File: src/rtl/stopwatch_ctrl_if.sv
// Stopwatch control bundle: raw buttons and live time in, counter controls and display time out.
// Contract: buttons are free-running levels and time_in is valid every cycle; all outputs are registered and meaningful every cycle.
interface stopwatch_ctrl_if;
  logic        btn_start;
  logic        btn_lap;
  logic [31:0] time_in;
  logic        run_en;
  logic        clear;
  logic [31:0] time_out;
  logic        lap_valid;
  logic [1:0]  state;

  modport master (
    output btn_start, btn_lap, time_in,
    input  run_en, clear, time_out, lap_valid, state
  );

  modport slave (
    input  btn_start, btn_lap, time_in,
    output run_en, clear, time_out, lap_valid, state
  );
endinterface

File: src/rtl/stopwatch_ctrl.sv
// Stopwatch control sequencer: synchronises and debounces two buttons, acts on release,
// and drives count enable, counter clear and the live/lap display selection.
module stopwatch_ctrl #(
  parameter int DEBOUNCE_CYCLES = 1000000,
  parameter int SYNC_STAGES     = 2
) (
  input  logic             clk,
  input  logic             rst,
  stopwatch_ctrl_if.slave  bus
);

  localparam int CW = $clog2(DEBOUNCE_CYCLES);
  localparam logic [CW-1:0] CNT_LAST = CW'(DEBOUNCE_CYCLES - 1);

  typedef enum logic [1:0] {
    IDLE  = 2'b00,
    RUN   = 2'b01,
    LAP   = 2'b10,
    PAUSE = 2'b11
  } state_t;

  // Index 0 is start/stop, index 1 is lap/clear.
  logic [1:0] raw;
  logic [1:0] ev;

  assign raw = {bus.btn_lap, bus.btn_start};

  for (genvar b = 0; b < 2; b++) begin : g_btn
    (* ASYNC_REG = "TRUE" *) logic [SYNC_STAGES-1:0] sync_q;
    logic [CW-1:0] cnt_q;
    logic          db_q;
    logic          db_d_q;
    logic          ev_q;

    always_ff @(posedge clk or negedge rst) begin
      if (!rst) begin
        sync_q <= '0;
        cnt_q  <= '0;
        db_q   <= 1'b0;
        db_d_q <= 1'b0;
        ev_q   <= 1'b0;
      end else begin
        sync_q <= {sync_q[SYNC_STAGES-2:0], raw[b]};
        if (sync_q[SYNC_STAGES-1] == db_q) begin
          cnt_q <= '0;
        end else if (cnt_q == CNT_LAST) begin
          db_q  <= sync_q[SYNC_STAGES-1];
          cnt_q <= '0;
        end else begin
          cnt_q <= cnt_q + 1'b1;
        end
        db_d_q <= db_q;
        // Release (debounced 1 -> 0) is the only action edge.
        ev_q   <= db_d_q & ~db_q;
      end
    end

    assign ev[b] = ev_q;
  end

  state_t      state_q;
  state_t      nxt;
  logic        clr_nxt;
  logic        lap_load;
  logic        start_ev;
  logic        lap_ev;
  logic        run_en_q;
  logic        clear_q;
  logic        lap_valid_q;
  logic [31:0] lap_q;
  logic [31:0] time_out_q;

  assign start_ev = ev[0];
  assign lap_ev   = ev[1] & ~ev[0];

  always_comb begin
    nxt      = state_q;
    clr_nxt  = 1'b0;
    lap_load = 1'b0;
    case (state_q)
      IDLE: begin
        if (start_ev)    nxt = RUN;
        else if (lap_ev) clr_nxt = 1'b1;
      end
      RUN: begin
        if (start_ev) begin
          nxt = PAUSE;
        end else if (lap_ev) begin
          nxt      = LAP;
          lap_load = 1'b1;
        end
      end
      LAP: begin
        if (start_ev)    nxt = PAUSE;
        else if (lap_ev) nxt = RUN;
      end
      PAUSE: begin
        if (start_ev) begin
          nxt = RUN;
        end else if (lap_ev) begin
          nxt     = IDLE;
          clr_nxt = 1'b1;
        end
      end
      default: nxt = IDLE;
    endcase
  end

  // Counting continues in LAP; only the display is frozen.
  always_ff @(posedge clk or negedge rst) begin
    if (!rst) begin
      state_q     <= IDLE;
      run_en_q    <= 1'b0;
      clear_q     <= 1'b0;
      lap_valid_q <= 1'b0;
      lap_q       <= '0;
      time_out_q  <= '0;
    end else begin
      state_q     <= nxt;
      clear_q     <= clr_nxt;
      run_en_q    <= (nxt == RUN) || (nxt == LAP);
      lap_valid_q <= (nxt == LAP);
      if (lap_load) lap_q <= bus.time_in;
      if (nxt == LAP) time_out_q <= lap_load ? bus.time_in : lap_q;
      else            time_out_q <= bus.time_in;
    end
  end

  assign bus.state     = state_q;
  assign bus.run_en    = run_en_q;
  assign bus.clear     = clear_q;
  assign bus.lap_valid = lap_valid_q;
  assign bus.time_out  = time_out_q;

endmodule

File: src/flat_wrapper.sv
// flat-port wrapper written by rule: the top's interface ports become plain ports
module stopwatch_ctrl_flat 
#(
  parameter int DEBOUNCE_CYCLES = 1000000,
  parameter int SYNC_STAGES     = 2
)
  (clk, rst, bus_btn_start, bus_btn_lap, bus_time_in, bus_run_en, bus_clear, bus_time_out, bus_lap_valid, bus_state);
  stopwatch_ctrl_if bus_i ();
  input  logic clk;
  input  logic rst;
  input wire logic [$bits(bus_i.btn_start)-1:0] bus_btn_start;
  input wire logic [$bits(bus_i.btn_lap)-1:0] bus_btn_lap;
  input wire logic [$bits(bus_i.time_in)-1:0] bus_time_in;
  output wire logic [$bits(bus_i.run_en)-1:0] bus_run_en;
  output wire logic [$bits(bus_i.clear)-1:0] bus_clear;
  output wire logic [$bits(bus_i.time_out)-1:0] bus_time_out;
  output wire logic [$bits(bus_i.lap_valid)-1:0] bus_lap_valid;
  output wire logic [$bits(bus_i.state)-1:0] bus_state;
  assign bus_i.btn_start = bus_btn_start;
  assign bus_i.btn_lap = bus_btn_lap;
  assign bus_i.time_in = bus_time_in;
  assign bus_run_en = bus_i.run_en;
  assign bus_clear = bus_i.clear;
  assign bus_time_out = bus_i.time_out;
  assign bus_lap_valid = bus_i.lap_valid;
  assign bus_state = bus_i.state;
  stopwatch_ctrl #(.DEBOUNCE_CYCLES(DEBOUNCE_CYCLES), .SYNC_STAGES(SYNC_STAGES)) u_core (.clk(clk), .rst(rst), .bus(bus_i));
endmodule
File: config.mk
export PLATFORM = sky130hd
export DESIGN_NAME = stopwatch_ctrl_flat
export DESIGN_NICKNAME = d
export VERILOG_FILES = /design/src/rtl/stopwatch_ctrl_if.sv /design/src/rtl/stopwatch_ctrl.sv /design/src/flat_wrapper.sv
export SDC_FILE = /design/constraint.sdc
export NUM_CORES = 1
export LEC_CHECK = 0
export CAP_MARGIN = 15
export CORE_MARGIN = 5
export CORE_UTILIZATION = 55
export DETAILED_ROUTE_END_ITERATION = 10
export PLACE_DENSITY_LB_ADDON = 0.15
export SKIP_LAST_GASP = 1
export SLEW_MARGIN = 10
export SYNTH_ARGS = -nofsm -noshare
export SYNTH_HDL_FRONTEND = slang
export SYNTH_SLANG_ARGS = --single-unit
export TNS_END_PERCENT = 10
File: constraint.sdc
create_clock -name clk -period 4.8 [get_ports clk]
set_input_delay 0.48 -clock clk [delete_from_list [all_inputs] [get_ports clk]]
set_output_delay 0.48 -clock clk [all_outputs]
set_load 0.1 [all_outputs]
Word level (Yosys, flattened, before mapping)
Cells that the tools add are included.
{"block": "classes", "n_eq_ne": 9, "add_sub_neg": 2, "muxes": 18, "bitwise_logic": 8, "n_reduce_logical": 5}
{"cell": "$mux 20", "count": 4}
{"cell": "$mux 32", "count": 2}
{"cell": "$add 20x1->20 const B", "count": 2}
{"cell": "$eq 20x20->1 const B", "count": 2}
{"cell": "$mux 2", "count": 7}
{"cell": "$pmux 2 s4", "count": 1}
{"cell": "$eq 2x2->1 const B", "count": 3}
{"cell": "$not 1->1", "count": 5}
{"cell": "$eq 2x1->1 const B", "count": 2}
{"cell": "$mux 1", "count": 4}
{"cell": "$reduce_and 2->1", "count": 2}
{"cell": "$and 1x1->1", "count": 3}
{"cell": "$eq 1x1->1", "count": 2}
{"cell": "$logic_not 2->1", "count": 1}
{"cell": "$reduce_or 2->1", "count": 1}
{"cell": "$logic_or 1x1->1", "count": 1}
{"block": "word_totals", "output_inout_bits": 37, "in_bits": 36, "elab_cells": 58, "register_bits": 119}

Logic depth before layout (Yosys ltp)
Gate-level depths: netlist of run 1.
{"block": "depth", "depth_word": 7, "mapped_depth": 7}

Worst setup path before layout of run 1
Ideal clock, no wire load.
{"block": "synth_timing", "path_type": "register to register", "start": "reg u_core.state_q[0] (netlist: u_core.bus.state[0])", "end": "reg u_core.time_out_q[10] (netlist: u_core.bus.time_out[10])", "arrival_ns": 2.642, "path_slack_ns": 2.034, "path_buffers": 1, "stages_incl_launch_ff": 8, "path_cell_list": "dfrtp_1 inv_1 ha_1 nor4_1 inv_1 a211oi_2 buf_2 mux2_2"}
{"block": "synth_via", "elab_chain_len": 5, "elab_cells_between_ends": 16, "cone_classes": "eq/ne (4); mux (11); reduce/logical (1)"}
{"item": "from (decl)", "line_no": "stopwatch_ctrl.sv:61", "source": "state_t state_q;"}
{"item": "from (signal assigned)", "line_no": "stopwatch_ctrl.sv:119", "source": "state_q <= nxt;"}
{"item": "$mux 2, on equally long branches", "line_no": "stopwatch_ctrl.sv:100, stopwatch_ctrl.sv:88, stopwatch_ctrl.sv:95"}
{"item": "$mux 2, on equally long branches", "line_no": "stopwatch_ctrl.sv:98, stopwatch_ctrl.sv:86, stopwatch_ctrl.sv:94"}
{"item": "$pmux 2 s4", "line_no": "stopwatch_ctrl.sv:80", "source": "case (state_q)"}
{"item": "$eq 2x2->1", "line_no": "stopwatch_ctrl.sv:124", "source": "if (nxt == LAP) time_out_q <= lap_load ? bus.time_in : lap_q;"}
{"item": "$mux 32 (*)", "line_no": "stopwatch_ctrl.sv:124"}
{"item": "to (signal assigned)", "line_no": "stopwatch_ctrl.sv:124"}
{"item": "to (signal assigned)", "line_no": "stopwatch_ctrl.sv:125", "source": "else time_out_q <= bus.time_in;"}
{"item": "to (decl)", "line_no": "stopwatch_ctrl.sv:71", "source": "logic [31:0] time_out_q;"}
Every way passes the cells marked *; elsewhere a longest branch is shown, timed or not.
A chain may end at the register's enable or synchronous reset.

Worst setup path after layout of run 1
{"block": "layout_timing", "start": "reg u_core.state_q[1] (netlist: u_core.bus.state[1])", "end": "reg u_core.time_out_q[30] (netlist: u_core.bus.time_out[30])"}
The elaborated chain is that of the path after synthesis.

==> metrics.txt, run 1 <==
post-DR wirelength/cell=15.51 um; post-synthesis compound-gate area fraction=4.267%; DRT antenna net count=0; first-pass GRT wire length=15470 um; Syn Inst Count=just under 400; final instance count without filler cells=591; largest family of logic cells by synthesized area=multiplexers; cts hold-fix bufs=0; pwr dens=around 380 nW/um^2; CTS tree=done; Clock Sinks=between 100 and 150; core box area=8721 sq um; Seq/Total Area, Yosys=60.45%; Synth Register Bits=119; status=finished, final reports clean; later-pin clock latency in the skew report=500 ps; cell count after placement=560; die area=between 10000 and 15000 sq um; crit path launch type=flip-flop; Peak supply drop=222.9 uV; RSZ-0062 raised after global routing=false; Peak Freq=365.8 MHz; crit share post-route=between 50% and 60%; Total GRT Usage=17.37%; CTS Buf Count=17; Layout Nets=514; Die W=104.6 um; area delta synth->final=28.30%; row count=34; drt drc=0; IO Port Bufs=72; CTS max path bufs=2; crit path kind=flip-flop to flip-flop; Vias=3189; Tmin final=2734 ps; Max-Cap Viols=0; P_leak=2.619 nW; total chip power=2.407 mW; Die H=104.6 um; CTS H-tree lvls=4; fillcell total=607; number of DRC markers in iteration 0=between 80 and 90; diode count=0; drt via density=5.396; Syn Area/Cell=12.70 sq um; WP data arrival=between 3000 and 4000 ps; Slew Limit Fails=0; layout cells sized above 1=22.57%; Gates resized, CTS repair=0; Netlist cell types=36; grt ovf=0; Worst setup EP type=flip-flop; Clock Pin Slew Worst Setup and Hold Paths=60 ps; Hold Fails Final Rpt=0; Total Wirelength=9165 um; post-CTS setup buffers=0; Root Driver=clkbuf_8; I/O pin cnt=73; setup violators final=0; initial core utilization=56.48%; post-synthesis adder-cell area fraction=approximately 1.8%; Mapped Area=4926 sq um; simple-gate area share of the yosys netlist=11.81%; xor/xnor cell area share of the yosys netlist=roughly 4.3%; GP Congestion=0.7825; hold_ws=93.69 ps; Clock Skews=roughly 8.2 ps; Post-Syn Nets=431; Slew headroom=32.37%; Pre-antenna DRT Iters=4; largest net degree at the start of global routing=75; post-DP HPWL=6178 um; setup_tns=0 ps; multiplexer area fraction after synthesis=15.29%; CP max FO=19; Hold Crit Class=primary input to async pin; critical path required time=5190 ps; Slew @ Worst Pin=between 1000 and 1500 ps; initial antenna violation count=0; vias in the first global route=3318; Ys Warns=0
[per-layer routing]
layer	GRT usage, %	share of wire (%)	vias up
li1	-	-	1533
met3	5.980	5.1	8
met2	28.96	50	74
met1	21.16	44	1574
met4	6.027	0.91	0
met5	0	0	-
[worst max-delay path, cell delays in order, from the launching register on]
cell	delay, ps
dfrtp_1	430
inv_1	110
ha_1	240
nor4_1	240
inv_1	130
a211oi_4	690
buf_4	390
mux2_2	380
[sequential cells by signal, summed over array words and instances (netlist names)]
signal	flops
u_core.bus.clear	1
u_core.bus.lap_valid	1
u_core.bus.run_en	1
u_core.bus.state	2
u_core.bus.time_out	32
u_core.g_btn.cnt_q	40
u_core.g_btn.db_d_q	2
u_core.g_btn.db_q	2
u_core.g_btn.ev_q	2
u_core.g_btn.sync_q	4
u_core.lap_q	32
[kinds of logic after synthesis]
family | Yosys count
mux | 67
flops | 119
fa+ha+maj | 7
compound gates | 35
buf+inv | 26
simple gates | 110
xor+xnor | 24
[power by group]
group          total [mW]  switching (mW)  leakage (nW)  internal [mW]
Combinational       0.227           0.154         0.874         0.0731
Sequential           1.05          0.0123          1.50           1.04
Clock                1.13           0.448         0.245          0.683
[cells in the final DEF, fill, tap and decap left out, types with 2 or more instances in the layout]
cell             Yosys  layout
clkinv_2             0       2
nor2b_1              3       3
or3_1               11      11
and4_1               2       2
nor4_1               5       5
a21oi_1             14      14
and3_1               4       4
clkbuf_16            0      16
o21ai_0             10      10
or4_1                5       5
clkinvlp_4           0       7
inv_1               13      13
o31ai_2              0       2
nor3_1               6       6
mux2_2              66      66
dfrtp_1            119     119
clkdlybuf4s50_1      0      71
inv_6                0       2
xnor2_1             15      15
xor2_1               9       9
nand2_1             14      14
nor2_1              31      31
ha_1                 7       7
o31ai_1              6       4
buf_4                0       6
clkinv_4             0       2
nand3_1             15      15
nand4_1              6       6
[stage by stage]
| stage | util, % | setup WS [ps] | cell area, sq um |
|---|---|---|---|
| final | 72.47 | 2066 | 6320 |
| after global routing | 72.47 | 1897 | 6320 |
| after CTS | 72.47 | 2033 | 6320 |
| after detailed placement | 66.26 | 2052 | 5778 |
| after global placement | 66.26 | 2151 | 5778 |
| after floorplan | - | 2034 | 4926 |
[worst paths after layout]
| kind | cells past startpoint | slack (ps) | endpoint | from |
|---|---|---|---|---|
| worst max-delay path | 7 | 2070 | u_core.bus.time_out[30] | u_core.bus.state[1] |
| min in group clk | 0 | 350 | u_core.g_btn[0].sync_q[1] | u_core.g_btn[0].sync_q[0] |
| worst min-delay path | 1 | 90 | u_core.bus.time_out[18] | rst |
| max in group asynchronous | 2 | 3570 | u_core.g_btn[1].cnt_q[19] | rst |
| worst min register to register | 0 | 350 | u_core.g_btn[0].sync_q[1] | u_core.g_btn[0].sync_q[0] |
| worst max register to register | 7 | 2070 | u_core.bus.time_out[30] | u_core.bus.state[1] |
[synth_stat cells, drive strengths merged]
cell type	number	area [sq um]
a211oi	1	12.51
a21oi	15	78.83
and2	1	6.260
and3	4	25.02
and4	2	17.52
buf	6	30.03
clkbuf	7	26.28
dfrtp	119	2978
ha	7	87.58
inv	13	48.80
mux2	66	743.2
mux2i	1	10.01
nand2	14	52.55
nand3	16	85.08
nand3b	1	7.510
nand4	6	37.54
nor2	31	116.4
nor2b	3	18.77
nor3	6	30.03
nor3b	1	7.510
nor4	5	31.28
nor4b	1	8.760
nor4bb	1	10.01
o211ai	1	7.510
o21a	1	7.510
o21ai	10	50.05
o22a	1	8.760
o31ai	6	45.04
or3	11	68.82
or4	6	48.80
or4b	1	10.01
xnor2	15	131.4
xor2	9	78.83
[cell type report]
class	count	area (sq um)	area share, %
clock buffers	17	414.1	6.553
multi-input cells	243	1861	29.44
well taps	108	135.1	2.138
inverters	13	48.80	0.7721
flip-flops and latches	119	2978	47.12
repair buffers	77	755.7	11.96
clock inverters	14	127.6	2.019
Note: power is estimated with default switching activity, not from simulation.
==> inputs of run 2 (changes only) <==
--- a/config.mk
+++ b/config.mk
@@ -7,7 +7,7 @@
 export LEC_CHECK = 0
 export CAP_MARGIN = 15
 export CORE_MARGIN = 5
-export CORE_UTILIZATION = 55
+export CORE_UTILIZATION = 54
 export DETAILED_ROUTE_END_ITERATION = 10
 export PLACE_DENSITY_LB_ADDON = 0.15
 export SKIP_LAST_GASP = 1
==> constraint.sdc (replaced) <==
create_clock -name clk -period 2.8 [get_ports clk]
set_input_delay 0.28 -clock clk [delete_from_list [all_inputs] [get_ports clk]]
set_output_delay 0.28 -clock clk [all_outputs]
set_load 0.1 [all_outputs]
==> run 2 against run 1 <==
Against the previous run: sequential cell count did not move; first-iteration DRC count up 19%; sequential share of layout area is 0.34 points lower; register-to-register slack worse by 1700 ps; final cell count increased by 0.68%; sequential power grew 71%; count of clock-buffer cells in the layout increased by 1; global-route usage increased by 0.48 points; routed wire length rose by 0.86%; largest power group unchanged; critical endpoint is now u_core.bus.time_out[1]; hold slack better by 120 ps.
==> metrics.txt, run 2 (same netlist as run 1, synthesis figures left out) <==
Total Wirelength=9244 um (+0.86%); WP data arrival=2820 ps (-300 ps); later-pin clock latency in the skew report=510 ps (about the same); CTS tree=done; Die W=105.5 um (+0.84%); first-pass GRT wire length=16070 um (+3.9%); critical path required time=3190 ps (-2000 ps); largest net degree at the start of global routing=52 (-31%); Slew headroom=64.96% (+33 points); Tmin final=2430 ps (-303.9 ps); Clock Skews=8.748 ps (+0.5606 ps); IO Port Bufs=72 (unchanged); Vias=3201 (+0.38%); initial core utilization=55.94% (-0.55 points); initial antenna violation count=0 (unchanged); Total GRT Usage=17.85% (+0.48 points); grt ovf=0 (unchanged); crit path launch type=flip-flop; most common cell after layout, fill and taps aside=dfrtp_1; Peak Freq=411.5 MHz (+13%); drt via density=5.380 (-0.30%); number of DRC markers in iteration 0=101 (+19%); Layout Nets=517 (+0.58%); setup_tns=0 ps (unchanged); core box area=8806 sq um (+0.98%); Die H=105.5 um (+0.84%); Most Crowded Layer GR=met2; RSZ-0062 raised after global routing=false; Clock Pin Slew Worst Setup and Hold Paths=60 ps (about the same); CTS H-tree lvls=4 (unchanged); diode count=0 (unchanged); max reg flops=40 (unchanged); post-DR wirelength/cell=15.54 um (+0.18%); Slew Limit Fails=0 (unchanged); CTS max path bufs=2 (unchanged); pwr dens=692.4 nW/um^2 (+82%); Hold Crit Class=primary input to flip-flop; DRT antenna net count=0 (unchanged); commonest cells after routing, fill and taps aside=119 x dfrtp_1, 66 x mux2_2, 42 x buf_4, 34 x clkdlybuf4s50_1, 31 x nor2_1; setup violators final=0 (unchanged); Pre-antenna DRT Iters=4 (unchanged); crit path kind=flip-flop to flip-flop; Peak supply drop=457.0 uV (+110%); post-DP HPWL=6236 um (+0.95%); I/O pin cnt=73 (unchanged); Clock Sinks=119 (unchanged); drt drc=0 (unchanged); die area=11130 sq um (+1.7%); grt met3 use=5.929% (-0.051 points); crit share post-route=86.78% (+30 points); CP max FO=20 (+1); vias in the first global route=3325 (+0.21%); Layout Utilization=72.29% (-0.17 points); status=finished, final reports clean; worst reg2reg setup slack=370 ps (-1700 ps); met2 GRT Util=28.10% (-0.86 points); Worst setup EP type=flip-flop; CTS Buf Count=17 (unchanged); GP Congestion=0.7658 (-2.1%); Hold Fails Final Rpt=0 (unchanged); Slew @ Worst Pin=524.0 ps (-487.3 ps); grt met1 use=23.92% (+2.8 points); row count=34 (unchanged); area delta synth->final=29.24%; Largest Register=u_core.g_btn.cnt_q; P_leak=2.733 nW (+4.4%); layout cells sized above 1=30.39% (+7.8 points); Root Driver=clkbuf_8; Max-Cap Viols=0 (unchanged); Gates resized, CTS repair=0 (unchanged)
==> run 2: final cells by class <==
| type | instances | area, sq um |
|---|---|---|
| Clock buffer | 18 | 417.9 |
| Sequential cell | 119 | 2978 |
| Fill cell | 616 | 2440 |
| Inverter | 13 | 48.80 |
| Tap cell | 108 | 135.1 |
| Clock inverter | 14 | 200.2 |
| Timing Repair Buffer | 80 | 725.7 |
| Multi-Input combinational cell | 243 | 1861 |
==> run 2: per-layer routing <==
| layer | share of wire, % | vias to the layer above | wire, um |
|---|---|---|---|
| met2 | 48 | 81 | 4465 |
| met5 | 0 | - | 0 |
| li1 | - | 1537 | - |
| met4 | 0.96 | 0 | 89 |
| met3 | 5.5 | 8 | 512 |
| met1 | 45 | 1575 | 4177 |
==> run 2: worst max-delay path, stage by stage (launching register included) <==
cell and delay, ps:
dfrtp_1 450, inv_1 110, ha_1 240, nor4_1 250, inv_1 140, a211oi_4 530, buf_12 240, mux2_2 350
==> run 2: path summary, 6_finish.rpt <==
check                      cells after the start                       from                   endpoint
max                                            7        u_core.bus.state[1]     u_core.bus.time_out[1]
min                                            1                bus_btn_lap  u_core.g_btn[1].sync_q[0]
max reg2reg                                    7        u_core.bus.state[1]     u_core.bus.time_out[1]
min reg2reg                                    0  u_core.g_btn[1].sync_q[0]  u_core.g_btn[1].sync_q[1]
max in group asynchronous                      3                        rst   u_core.g_btn[0].cnt_q[1]
min in group asynchronous                      2                        rst    u_core.bus.time_out[20]
==> run 2: report_power, final <==
part / switching, mW / internal, mW / total [mW]
Clock: 0.771 / 1.45 / 2.22
Combinational: 0.265 / 0.121 / 0.386
Sequential: 0.0213 / 1.78 / 1.80
==> run 2: through the flow <==
step | instance area [sq um] | cells | hold slack (ps) | total power [mW] | worst slack, ps
5_1_grt | 6366 | 595 | 199.7 | 4.578 | 222.9
4_1_cts | 6366 | 595 | 193.0 | 4.453 | 388.9
3_3_place_gp | 5738 | 562 | 262.5 | 2.210 | 510.1
6_report | 6366 | 595 | 216.6 | 4.408 | 370.1
2_1_floorplan | 4926 | 388 | -15.59 | 2.065 | 33.63
3_5_place_dp | 5738 | 562 | 269.6 | 2.218 | 388.7
==> run 2: timing repair <==
item / CTS / global route
hold buffers: 1 / 0
endpoints found under the hold margin: 34 / 0
buffers inserted: 0 / 0
==> inputs of run 3 (changes only) <==
--- a/config.mk
+++ b/config.mk
@@ -6,8 +6,11 @@
 export NUM_CORES = 1
 export LEC_CHECK = 0
 export CAP_MARGIN = 15
+export CELL_PAD_IN_SITES_DETAIL_PLACEMENT = 0
+export CELL_PAD_IN_SITES_GLOBAL_PLACEMENT = 1
 export CORE_MARGIN = 5
-export CORE_UTILIZATION = 54
+export CORE_UTILIZATION = 44
+export CTS_BUF_LIST = sky130_fd_sc_hd__clkbuf_4 sky130_fd_sc_hd__clkbuf_8 sky130_fd_sc_hd__clkbuf_16
 export DETAILED_ROUTE_END_ITERATION = 10
 export PLACE_DENSITY_LB_ADDON = 0.15
 export SKIP_LAST_GASP = 1
==> constraint.sdc (replaced) <==
create_clock -name clk -period 2.33 [get_ports clk]
set_input_delay 0.233 -clock clk [delete_from_list [all_inputs] [get_ports clk]]
set_output_delay 0.233 -clock clk [all_outputs]
set_load 0.1 [all_outputs]
==> run 3 against run 2 <==
Against the previous run: global-route usage fell by 2.5 points; die area rose by 20%; critical path type unchanged; largest cell class unchanged; combinational power increased by 20%; maximum frequency increased by 10%; sequential power rose by 20%; sequential share of layout area down 0.057 points; non-clock buffer count did not move; clock skew is 2.5 ps lower; count of clock-buffer cells in the layout grew 4; via count increased by 0.56%; total power is 18% higher.
==> metrics.txt, run 3 (same netlist as run 1, synthesis figures left out) <==
status=finished, final reports clean; Hold Crit Class=primary input to flip-flop; Buffers & Inverters on Critical Path=2 (-1); Total Wirelength=9459 um (+2.3%); I/O pin cnt=73 (unchanged); reg2reg path depth=7 (unchanged); P_leak=2.738 nW (+0.17%); Total GRT Usage=15.36% (-2.5 points); area occupied by multi-input gates=1861 sq um (unchanged); fillcell total=884 (+44%); Clock Sinks=119 (unchanged); RSZ-0062 raised after global routing=false; post-DR wirelength/cell=15.11 um (-2.7%); Pre-antenna DRT Iters=4 (unchanged); Min-Delay Endpoint=u_core.g_btn[1].sync_q[0]; largest net degree at the start of global routing=55 (+5.8%); worst reg2reg setup slack=120 ps (-250 ps); later-pin clock latency in the skew report=510 ps (about the same); GP Congestion=0.7703 (+0.59%); Die W=115.8 um (+9.8%); CP max FO=32 (+60%); CTS tree=done; RR Endpoint=u_core.bus.time_out[26]; WP data arrival=2600 ps (-220 ps); Hold Fails Final Rpt=0 (unchanged); most common cell after layout, fill and taps aside=dfrtp_1; Root Driver=clkbuf_8; Hold Path Stages=1 (unchanged); CTS H-tree lvls=4 (unchanged); layout cells sized above 1=30.86% (+0.47 points); total area of sequential cells=2985 sq um (+0.25%); reg2reg start=u_core.bus.state[0]; Clock Skews=6.213 ps (-2.535 ps); design area=6390 sq um (+0.37%); initial core utilization=45.24% (-11 points); Peak supply drop=421.4 uV (-7.8%); Slew headroom=69.64% (+4.7 points); diode count=0 (unchanged); area delta synth->final=29.72%; Clock Pin Slew Worst Setup and Hold Paths=60 ps (about the same); Worst setup EP type=flip-flop; DRT antenna net count=0 (unchanged); row count=38 (+12%); Slew @ Worst Pin=455.4 ps (-68.54 ps); total chip power=5.218 mW (+18%); commonest cells after routing, fill and taps aside=117 x dfrtp_1, 66 x mux2_2, 42 x buf_4, 34 x clkdlybuf4s50_1, 31 x nor2_1; vias in the first global route=3371 (+1.4%); post-DP HPWL=6273 um (+0.60%); crit path launch type=flip-flop; slowest CP cell=dfrtp_4; Vias=3219 (+0.56%); Layout Utilization=58.69% (-14 points); die area=13410 sq um (+20%); setup violators final=0 (unchanged); post-route setup slack=121.3 ps (-248.9 ps); pwr dens=816.6 nW/um^2 (+18%); post-CTS setup buffers=0 (unchanged); met2 GRT Util=25.01% (-3.1 points); grt met1 use=19.41% (-4.5 points); max reg flops=40 (unchanged); first-pass GRT wire length=16040 um (-0.17%); Tmin final=2209 ps (-221.1 ps); max incr delay on CP=490 ps (-40 ps); CTS Buf Count=17 (unchanged); Max-Cap Viols=0 (unchanged); hold path startpoint=bus_btn_lap; hold_ws=157.7 ps (-58.87 ps); Most Crowded Layer GR=met2; initial antenna violation count=0 (unchanged); Slew Limit Fails=0 (unchanged); IO Port Bufs=72 (unchanged); cell breakdown of the critical path=inv_1, ha_1, mux2i_1, o22a_1, a211oi_4, buf_12, mux2_2; critical path required time=2720 ps (-470 ps); Placed Area=5786 sq um (+0.83%); Top delay family on crit path=multiplexers; CTS max path bufs=2 (unchanged); crit path kind=flip-flop to flip-flop; drt drc=0 (unchanged); drt via density=5.142 (-4.4%); DP Worst Slack=144.6 ps (-244.1 ps); Die H=115.8 um (+9.8%); number of DRC markers in iteration 0=178 (+76%); Layout Nets=517 (unchanged); cts hold-fix bufs=1 (unchanged); Gates resized, CTS repair=0 (unchanged); grt met3 use=4.282% (-1.6 points); Peak Freq=452.7 MHz (+10%); grt ovf=0 (unchanged); crit share post-route=94.80% (+8.0 points); Largest Register=u_core.g_btn.cnt_q; core box area=10890 sq um (+24%)
run 3: cell type report:
class | count | share of cell area (%)
multi-input cells | 243 | 29.12
repair buffers | 80 | 11.36
clock inverters | 9 | 1.939
inverters | 13 | 0.7637
well taps | 140 | 2.741
clock buffers | 22 | 7.362
flip-flops and latches | 119 | 46.72
run 3: worst max-delay path by stage:
stage	start	to	slack, ps	depth (start not counted)
after floorplan	u_core.bus.state[0]	u_core.bus.time_out[10]	-7	7
after global placement	u_core.bus.state[0]	u_core.bus.time_out[7]	230	6
after detailed placement	u_core.bus.state[0]	u_core.bus.time_out[26]	140	7
after CTS	u_core.bus.state[1]	u_core.bus.time_out[26]	130	7
after global routing	u_core.bus.state[0]	u_core.bus.time_out[26]	3	7
final	u_core.bus.state[0]	u_core.bus.time_out[26]	120	7
run 3: layer usage:
layer	vias up	routed length, um
li1	1538	-
met1	1598	4260
met2	65	4546
met3	18	494
met4	0	158
met5	-	0
run 3: through the flow:
| step | instances | TNS [ps] |
|---|---|---|
| 2_1_floorplan | 388 | -209.6 |
| 3_3_place_gp | 594 | 0 |
| 3_5_place_dp | 594 | 0 |
| 4_1_cts | 626 | 0 |
| 5_1_grt | 626 | 0 |
| 6_report | 626 | 0 |
run 3: power by group:
group	internal [mW]	switching, mW
logic	0.146	0.319
registers	2.14	0.0264
clock network	1.72	0.868
total	4.01	1.21
